`src/rtl/motor_pkg.sv`:
```
// Shared definitions for the motor command/status blocks.
// Holds the packet header, PWM full-scale count, duty width,
// status-flag bit positions in byte B1 and the status transmitter
// FSM state encoding, so both directions agree on the wire format.
package motor_pkg;

    localparam logic [7:0]  MOTOR_HEADER     = 8'hA5;
    localparam int unsigned MOTOR_PWM_PERIOD = 1600;
    localparam int unsigned DUTY_W           = 11;

    // Bit positions inside status byte B1
    localparam int unsigned FLAG_FWD  = 0;
    localparam int unsigned FLAG_STOP = 1;
    localparam int unsigned FLAG_SAT  = 2;

    typedef enum logic [2:0] {
        ST_IDLE,
        ST_LOAD,
        ST_SEND,
        ST_WAIT_HI,
        ST_WAIT_LO
    } tx_state_t;

    function automatic logic [7:0] flag_byte(input logic fwd,
                                             input logic stop,
                                             input logic sat);
        logic [7:0] b;
        b            = '0;
        b[FLAG_FWD]  = fwd;
        b[FLAG_STOP] = stop;
        b[FLAG_SAT]  = sat;
        return b;
    endfunction

endpackage

```
`src/rtl/motor_status_tx_status_trigger.sv`:
```
// Decides when a status packet is owed to the host.
// Sources: rising edge of query, inputs differing from the last-sent
// snapshot, and a periodic timer (disabled when REPORT_PERIOD == 0).
// All sources coalesce into a single pending flag.
// Ports:
//   clk, rst            clock, async active-high reset
//   query               host request level (rising edge triggers)
//   fwd_in, duty_in     live motor state
//   take                packet start: latch snapshot, clear pending, restart timer
//   pending             a packet is owed
//   snap_fwd, snap_duty state captured at the last packet start
module status_trigger
    import motor_pkg::*;
#(
    parameter int unsigned REPORT_PERIOD = 1_000_000
) (
    input  logic              clk,
    input  logic              rst,
    input  logic              query,
    input  logic              fwd_in,
    input  logic [DUTY_W-1:0] duty_in,
    input  logic              take,
    output logic              pending,
    output logic              snap_fwd,
    output logic [DUTY_W-1:0] snap_duty
);

    logic query_d;
    logic query_trig;
    logic change_trig;
    logic timer_trig;

    assign query_trig  = query & ~query_d;
    assign change_trig = (fwd_in != snap_fwd) || (duty_in != snap_duty);

    generate
        if (REPORT_PERIOD == 0) begin : g_no_timer
            assign timer_trig = 1'b0;
        end else begin : g_timer
            localparam int unsigned TW = (REPORT_PERIOD > 1) ? $clog2(REPORT_PERIOD) : 1;
            localparam logic [TW-1:0] LAST = TW'(REPORT_PERIOD - 1);

            logic [TW-1:0] timer;

            always_ff @(posedge clk or posedge rst) begin
                if (rst) begin
                    timer <= '0;
                end else if (take || (timer == LAST)) begin
                    timer <= '0;
                end else begin
                    timer <= timer + TW'(1);
                end
            end

            // A wrap coinciding with a packet start is already served by it
            assign timer_trig = (timer == LAST) && !take;
        end
    endgenerate

    always_ff @(posedge clk or posedge rst) begin
        if (rst) begin
            query_d   <= 1'b0;
            pending   <= 1'b0;
            snap_fwd  <= 1'b1;
            snap_duty <= '0;
        end else begin
            query_d <= query;
            if (take) begin
                // Triggers in the take cycle are satisfied by the snapshot taken now
                pending   <= 1'b0;
                snap_fwd  <= fwd_in;
                snap_duty <= duty_in;
            end else if (query_trig || change_trig || timer_trig) begin
                pending <= 1'b1;
            end
        end
    end

endmodule

```
`src/rtl/motor_status_tx.sv`:
```
// Motor status reporter: frames direction and duty into a 5-byte packet
// (header, flags, duty high, duty low, xor checksum) and hands the bytes
// one at a time to a UART transmitter via a start/busy handshake.
// Ports:
//   clk, rst     clock, async active-high reset
//   fwd_in       direction, 1 = forward
//   duty_in      duty count 0..PWM_PERIOD
//   query        host status request (rising edge)
//   tx_busy      UART busy
//   tx_start     one-cycle byte strobe, tx_data valid alongside
//   tx_data      byte to send, held between strobes
//   report_busy  packet in flight
//   ack_err      sticky handshake-timeout flag
module motor_status_tx
    import motor_pkg::*;
#(
    parameter int unsigned PWM_PERIOD    = MOTOR_PWM_PERIOD,
    parameter int unsigned REPORT_PERIOD = 1_000_000,
    parameter logic [7:0]  HEADER        = MOTOR_HEADER,
    parameter int unsigned ACK_TIMEOUT   = 16
) (
    input  logic              clk,
    input  logic              rst,
    input  logic              fwd_in,
    input  logic [DUTY_W-1:0] duty_in,
    input  logic              query,
    input  logic              tx_busy,
    output logic              tx_start,
    output logic [7:0]        tx_data,
    output logic              report_busy,
    output logic              ack_err
);

    localparam int unsigned TMW = (ACK_TIMEOUT > 1) ? $clog2(ACK_TIMEOUT) : 1;
    localparam logic [TMW-1:0] TMO_LAST = TMW'(ACK_TIMEOUT - 1);

    tx_state_t         state, state_nxt;
    logic [2:0]        idx, idx_nxt;
    logic [4:0][7:0]   pkt, pkt_nxt;
    logic [TMW-1:0]    tmo, tmo_nxt;
    logic              tx_start_nxt;
    logic [7:0]        tx_data_nxt;
    logic              busy_nxt;
    logic              err_nxt;
    logic              take;
    logic              pending;
    logic              snap_fwd;
    logic [DUTY_W-1:0] snap_duty;
    logic [7:0]        b1;

    status_trigger #(
        .REPORT_PERIOD(REPORT_PERIOD)
    ) u_trig (
        .clk       (clk),
        .rst       (rst),
        .query     (query),
        .fwd_in    (fwd_in),
        .duty_in   (duty_in),
        .take      (take),
        .pending   (pending),
        .snap_fwd  (snap_fwd),
        .snap_duty (snap_duty)
    );

    assign b1 = flag_byte(snap_fwd, snap_duty == '0, snap_duty == DUTY_W'(PWM_PERIOD));

    always_ff @(posedge clk or posedge rst) begin
        if (rst) begin
            state       <= ST_IDLE;
            idx         <= '0;
            pkt         <= '0;
            tmo         <= '0;
            tx_start    <= 1'b0;
            tx_data     <= 8'h00;
            report_busy <= 1'b0;
            ack_err     <= 1'b0;
        end else begin
            state       <= state_nxt;
            idx         <= idx_nxt;
            pkt         <= pkt_nxt;
            tmo         <= tmo_nxt;
            tx_start    <= tx_start_nxt;
            tx_data     <= tx_data_nxt;
            report_busy <= busy_nxt;
            ack_err     <= err_nxt;
        end
    end

    always_comb begin
        state_nxt    = state;
        idx_nxt      = idx;
        pkt_nxt      = pkt;
        tmo_nxt      = tmo;
        tx_start_nxt = 1'b0;
        tx_data_nxt  = tx_data;
        busy_nxt     = report_busy;
        err_nxt      = ack_err;
        take         = 1'b0;

        case (state)
            ST_IDLE: begin
                if (pending) begin
                    take      = 1'b1;
                    busy_nxt  = 1'b1;
                    state_nxt = ST_LOAD;
                end
            end
            ST_LOAD: begin
                pkt_nxt[0] = HEADER;
                pkt_nxt[1] = b1;
                pkt_nxt[2] = {5'b0, snap_duty[10:8]};
                pkt_nxt[3] = snap_duty[7:0];
                pkt_nxt[4] = HEADER ^ b1 ^ {5'b0, snap_duty[10:8]} ^ snap_duty[7:0];
                idx_nxt    = '0;
                state_nxt  = ST_SEND;
            end
            ST_SEND: begin
                if (!tx_busy) begin
                    tx_start_nxt = 1'b1;
                    tx_data_nxt  = pkt[idx];
                    tmo_nxt      = '0;
                    state_nxt    = ST_WAIT_HI;
                end
            end
            ST_WAIT_HI: begin
                if (tx_busy) begin
                    state_nxt = ST_WAIT_LO;
                end else if (tmo == TMO_LAST) begin
                    err_nxt   = 1'b1;
                    busy_nxt  = 1'b0;
                    state_nxt = ST_IDLE;
                end else begin
                    tmo_nxt = tmo + TMW'(1);
                end
            end
            ST_WAIT_LO: begin
                if (!tx_busy) begin
                    if (idx == 3'd4) begin
                        busy_nxt  = 1'b0;
                        state_nxt = ST_IDLE;
                    end else begin
                        idx_nxt   = idx + 3'd1;
                        state_nxt = ST_SEND;
                    end
                end
            end
            default: state_nxt = ST_IDLE;
        endcase
    end

endmodule
```
`config.mk`:
```
export PLATFORM = sky130hd
export DESIGN_NAME = motor_status_tx
export DESIGN_NICKNAME = d
export VERILOG_FILES = /design/src/rtl/motor_pkg.sv /design/src/rtl/motor_status_tx_status_trigger.sv /design/src/rtl/motor_status_tx.sv
export SDC_FILE = /design/constraint.sdc
export NUM_CORES = 1
export LEC_CHECK = 0
export CORE_MARGIN = 10
export CORE_UTILIZATION = 65
export CTS_BUF_LIST = sky130_fd_sc_hd__clkbuf_4 sky130_fd_sc_hd__clkbuf_8
export DETAILED_ROUTE_END_ITERATION = 10
export HOLD_SLACK_MARGIN = 0.15
export PLACE_DENSITY = 0.87
export SETUP_SLACK_MARGIN = 0.05
export SYNTH_ARGS = -nofsm -noshare
export SYNTH_HDL_FRONTEND = slang
export SYNTH_HIERARCHICAL = 1
export SYNTH_SLANG_ARGS = --single-unit
```
`constraint.sdc`:
```
create_clock -name clk -period 3.3 [get_ports clk]
set_input_delay 0.495 -clock clk [delete_from_list [all_inputs] [get_ports clk]]
set_output_delay 0.495 -clock clk [all_outputs]
set_load 0.005 [all_outputs]
```
## Word level (Yosys, flattened, before mapping)

Cells that the tools add are included.

| word-level totals | value |
|---|---|
| register bits after elaboration | 78 |
| bits of input ports | 16 |
| logic and storage cells | 93 |

| operators by class | value |
|---|---|
| add/subtract/negate cells | 3 |
| magnitude comparators | 1 |
| equality and inequality tests | 19 |
| mux-type cells | 29 |
| bitwise operators | 6 |
| reductions and logical operators | 18 |

Operator list:

| operator | count |
|---|---|
| 8-bit binary-select mux with 3-bit select | 1 |
| 3-bit two-way mux | 7 |
| 20-bit by 1-bit adder with 20-bit output (second input constant) | 1 |
| 20-bit == test (second input constant) | 1 |
| 20-bit two-way mux | 1 |
| 3-bit one-hot mux with 5 select lines | 1 |
| 2-bit inequality test (second input constant) | 7 |
| 4-bit two-way mux | 3 |
| 11-bit == test (second input constant) | 1 |
| 11-bit zero test | 1 |
| 1-bit two-way mux | 11 |
| 11-bit inequality test | 1 |
| 8-bit two-way mux | 1 |
| 4-bit one-hot mux with 2 select lines | 1 |
| 4-bit AND reduction | 2 |
| 8-bit by 3-bit bitwise XOR with 8-bit output | 1 |
| 8-bit bitwise XOR | 1 |
| 3-bit by 2-bit == test with 1-bit output (second input constant) | 2 |
| 3-bit == test (second input constant) | 2 |
| 3-bit one-hot mux with 2 select lines | 1 |
| 3-bit AND reduction | 2 |
| 6-bit AND reduction | 1 |
| 2-bit nonzero test | 3 |
| 4-bit by 1-bit adder with 4-bit output (second input constant) | 1 |
| 18 further kinds | 22 |

## Depth between registers and ports, before layout

| logic depth | value |
|---|---|
| depth in word-level cells | 7 |
| gate-level depth with buffers | 9 |

## By module

Netlist, hierarchy kept.

Modules (own cells, without submodules):

| module | times used | cells an instance | area each (um^2) | seq. area each (um^2) |
|---|---|---|---|---|
| motor_status_tx | 1 | 208 | 2049.5 | 1026.0 |
| status_trigger | 1 | 146 | 1649.1 | 852.1 |

## Worst setup path before layout

Ideal clock, no wire load.

| path | value |
|---|---|
| path kind | flip-flop to flip-flop |
| start | register state[0] |
| end | register u_trig.snap_duty[1] |
| setup time | 0.125 ns |
| arrival time | 1.706 ns |
| setup slack | 1.469 ns |
| cell stages (with the launch flop) | 8 |
| buffers on the path | 3 |
| clock period less this slack | 1.831 ns |
| cell sequence | dfrtp_1 > clkbuf_1 > nor2_1 > nand2_1 > nor2_1 > clkbuf_1 > buf_2 > mux2_2 |

| on the way | value |
|---|---|
| longest elaborated chain between the ends | 2 |

Ends and longest elaborated chain:

| item | RTL line | text |
|---|---|---|
| start: declaration | motor_status_tx.sv:37 | `tx_state_t state, state_nxt;` |
| start signal: assignment | motor_status_tx.sv:78 | `state <= state_nxt;` |
| 3-bit zero test | motor_status_tx.sv:100 | `case (state)` |
| 1-bit two-way mux | motor_status_tx.sv:100 |  |
| via take | motor_status_tx.sv:45 | `logic take;` |
| end signal: assignment | motor_status_tx_status_trigger.sv:72 | `snap_duty <= duty_in;` |
| end: declaration | motor_status_tx_status_trigger.sv:25 | `output logic [DUTY_W-1:0] snap_duty` |

The timed path passes the listed nets, and every way through them passes these cells.
A chain may end at the register's enable or synchronous reset.

## Final worst setup path

| path | value |
|---|---|
| start | register state[0] |
| end | register u_trig.g_timer.timer[3] |

| on the way | value |
|---|---|
| longest elaborated chain between the ends | 4 |

Ends and longest elaborated chain:

| item | RTL line | text |
|---|---|---|
| 3-bit zero test | motor_status_tx.sv:100 |  |
| 1-bit two-way mux | motor_status_tx.sv:100 |  |
| via take | motor_status_tx.sv:45 |  |
| 1-bit logical OR | motor_status_tx_status_trigger.sv:48 | `end else if (take \|\| (timer == LAST)) begin` |
| 20-bit two-way mux | motor_status_tx_status_trigger.sv:48 |  |
| end signal: assignment | motor_status_tx_status_trigger.sv:51 | `timer <= timer + TW'(1);` |
| end: declaration | motor_status_tx_status_trigger.sv:43 | `logic [TW-1:0] timer;` |

The timed path passes the listed nets, and every way through them passes these cells.

==> impl_results.md <==
* Status: finished clean
* Core Util, Final at 0.764
* Total gr overflow at 0
* Slew @ Worst Pin at ~0.77 ns
* Reg2Reg Launch Point: state[0]
* Area grow syn2layout at 13.7%
* DP Area at 3980 um2
* Post-CTS Setup Bufs at 0
* Min Tclk post-route at roughly 2.2 ns
* Htree depth at 3
* Vias in the first global route at around 2,600
* Nets at 400
* Detail Route Antenna Nets at 0
* Synth top area cells: dfrtp_1 50%, nand2_1 6.0%, mux2_2 5.8%
* DRT Pass-1 Iters at 4
* Via density at between 5 and 6
* CP arrival at ~2.4 ns
* Antenna violations before repair at 0
* Die area at ~9100 um2
* Reg2Reg Depth at 6
* Startpoint type of the worst setup path: flip-flop
* Crit. End Element: flip-flop
* Setup-failing EPs final at 0
* Final Max Tran Viols at 0
* FF-to-FF setup slack at roughly 1.1 ns
* Asr flop ratio synth at 1.00
* P per Cell Area at between 700 and 800 nW/um2
* Global-route wire length before repair at ~12,000 um
* Die Ht at 95.4 um
* Crit Path Max Fanout at 19
* Cells after DPL at 441
* Area fraction of the dominant cell type after synthesis at 0.501
* Number of max-cap violations at 0
* FF-to-FF End: u_trig/g_timer.timer[3]
* Leakage at about 1.8 nW
* CTS resizes at 0
* Setup crit end: u_trig/g_timer.timer[3]
* Metal-1 WL at 3220 um
* Initial core utilization at 0.672
* Post-synth EDFFs at 0
* RSZ-0062 raised after global routing: no
* Syn Inst Count at around 350
* DR DRC count at 0
* Worst Path Required at 3.50 ns
* CTS Sinks at 75
* Width of the die at between 90 and 100 um
* Worst slew margin at 0.485
* Post-synth cell types at 54
* Yosys top cell by area: dfrtp_1
* Post-synthesis cell area at ~3700 um2
* Final period utilization at 0.652
* Clock insertion delay at the later pin of the skew report at approximately 0.35 ns
* Root buffer cell: clkbuf_8
* Met2 Wirelength at 3350 um
* Total CTS buffers at 9
* Final non-filler cell area at 4210 um2
* Setup ws final at between 1 and 1.5 ns
* Commonest cells post-synth: 74 x dfrtp_1, 59 x nand2_1, 29 x nor2_1
* Clk buf depth at 2
* Seq cells post-synth at 75
* Drt wl/cell at 15.4 um
* Peak supply drop at approximately 0.54 mV
* Aggregate negative setup slack at 0 ns
* Crit. Startpoint: state[0]
* Yosys warns at 6
* Min-Delay Path Class: reg2reg
* Diode count at 0
* Initial drt markers at 155
* Post-synthesis sequential area ratio at 0.508
* Non-filler instance count after layout at about 460
* Top sig layer: met4
* Crit path kind: reg2reg
* Count leader, synth: dfrtp_1
* Core area at about 5500 um2
* Metal3 WL at 396 um
* Syn Nets at approximately 370
* Via count at between 2,000 and 3,000
* GPL Wtd Cong at approximately 0.8
* Hold violation total from the final report at 0
* Layout cell share with drive strength beyond 1 at 0.156
* Worst hold slack at about 0.46 ns
* I/O Buffers at 26
* GRT Overall Usage at 0.169
* Highest clock rate at about 0.46 GHz
* Worst hold stages at 1
* Overall power at roughly 3.3 mW
* Final worst clock skew at between 0.008 and 0.009 ns
* Syn avg cell area at between 10 and 15 um2
* Hold-fix buffers, CTS at 0
* Num ports at 27
* Cell row count at 27
* CTS tree: done
* Clock-pin slew on the worst setup and hold paths at 0.08 ns
* Final WL at roughly 7100 um
* Dpl ws at 1.16 ns
* Largest net degree at the start of global routing at 42
* Post-synth top flop: dfrtp_1
* Final HPWL DP at approximately 4900 um
[logic make-up after synthesis]
group	share of synthesized area
multiplexers	0.0578
AND/OR/NAND/NOR	0.222
AO/OA/AOI/OAI	0.0866
XOR/XNOR	0.0781
adder cells (fa/ha/maj)	0.0135
flip-flops	0.508
buffers and inverters	0.0342
[area by class of cell]
type | count | area, um2
Sequential cell | 75 | 1880
Multi-Input combinational cell | 257 | 1690
Fill cell | 352 | 1300
Timing Repair Buffer | 29 | 283
Tap cell | 72 | 90.1
Clock inverter | 4 | 72.6
Clock buffer | 12 | 159
Inverter | 8 | 30.0
[routing by layer]
| metal | up-vias | track usage |
|---|---|---|
| met5 | - | 0 |
| met2 | 67 | 0.246 |
| met4 | 0 | 0.0885 |
| met3 | 8 | 0.0346 |
| met1 | 1299 | 0.234 |
| li1 | 1287 | - |
[critical path, stage by stage (launching register included)]
cell	delay, ns
dfrtp_1	0.55
nor2_1	0.24
nand2_1	0.10
nor2_1	0.10
buf_4	0.24
nand2b_1	0.64
nor2_1	0.13
[state kept, by name (all words and copies together), names as in the netlist, 3 cells and up]
signal	count
tx_data	8
tmo	4
idx	3
pkt	20
u_trig/snap_duty	11
u_trig/g_timer.timer	20
state	3
[power breakdown]
group	switching (mW)	internal, mW	leakage, nW
clock network	0.330	0.475	0.116
registers	0.340	1.21	0.942
logic	0.493	0.488	0.789
total	1.16	2.17	1.85
[worst min path at each step]
stage                             from                      end  slack [ns]
2_1_floorplan  u_trig/g_timer.timer[0]  u_trig/g_timer.timer[0]        0.43
3_3_place_gp   u_trig/g_timer.timer[0]  u_trig/g_timer.timer[0]        0.44
3_5_place_dp   u_trig/g_timer.timer[0]  u_trig/g_timer.timer[0]        0.45
4_1_cts        u_trig/g_timer.timer[0]  u_trig/g_timer.timer[0]        0.46
5_1_grt        u_trig/g_timer.timer[0]  u_trig/g_timer.timer[0]        0.51
6_report       u_trig/g_timer.timer[0]  u_trig/g_timer.timer[0]        0.46
[cells in the final DEF (no fill, tap or decap), types with 8 or more instances in the layout]
cell type	instances
nand2_1	59
nand4_1	9
xor2_1	16
nor2_1	29
dfrtp_1	74
inv_1	8
xnor2_1	17
clkdlybuf4s50_1	26
nand3_1	11
a21oi_1	14
mux2_2	19
clkbuf_8	11
o21ai_0	8
(Power assumes the default switching activity.)
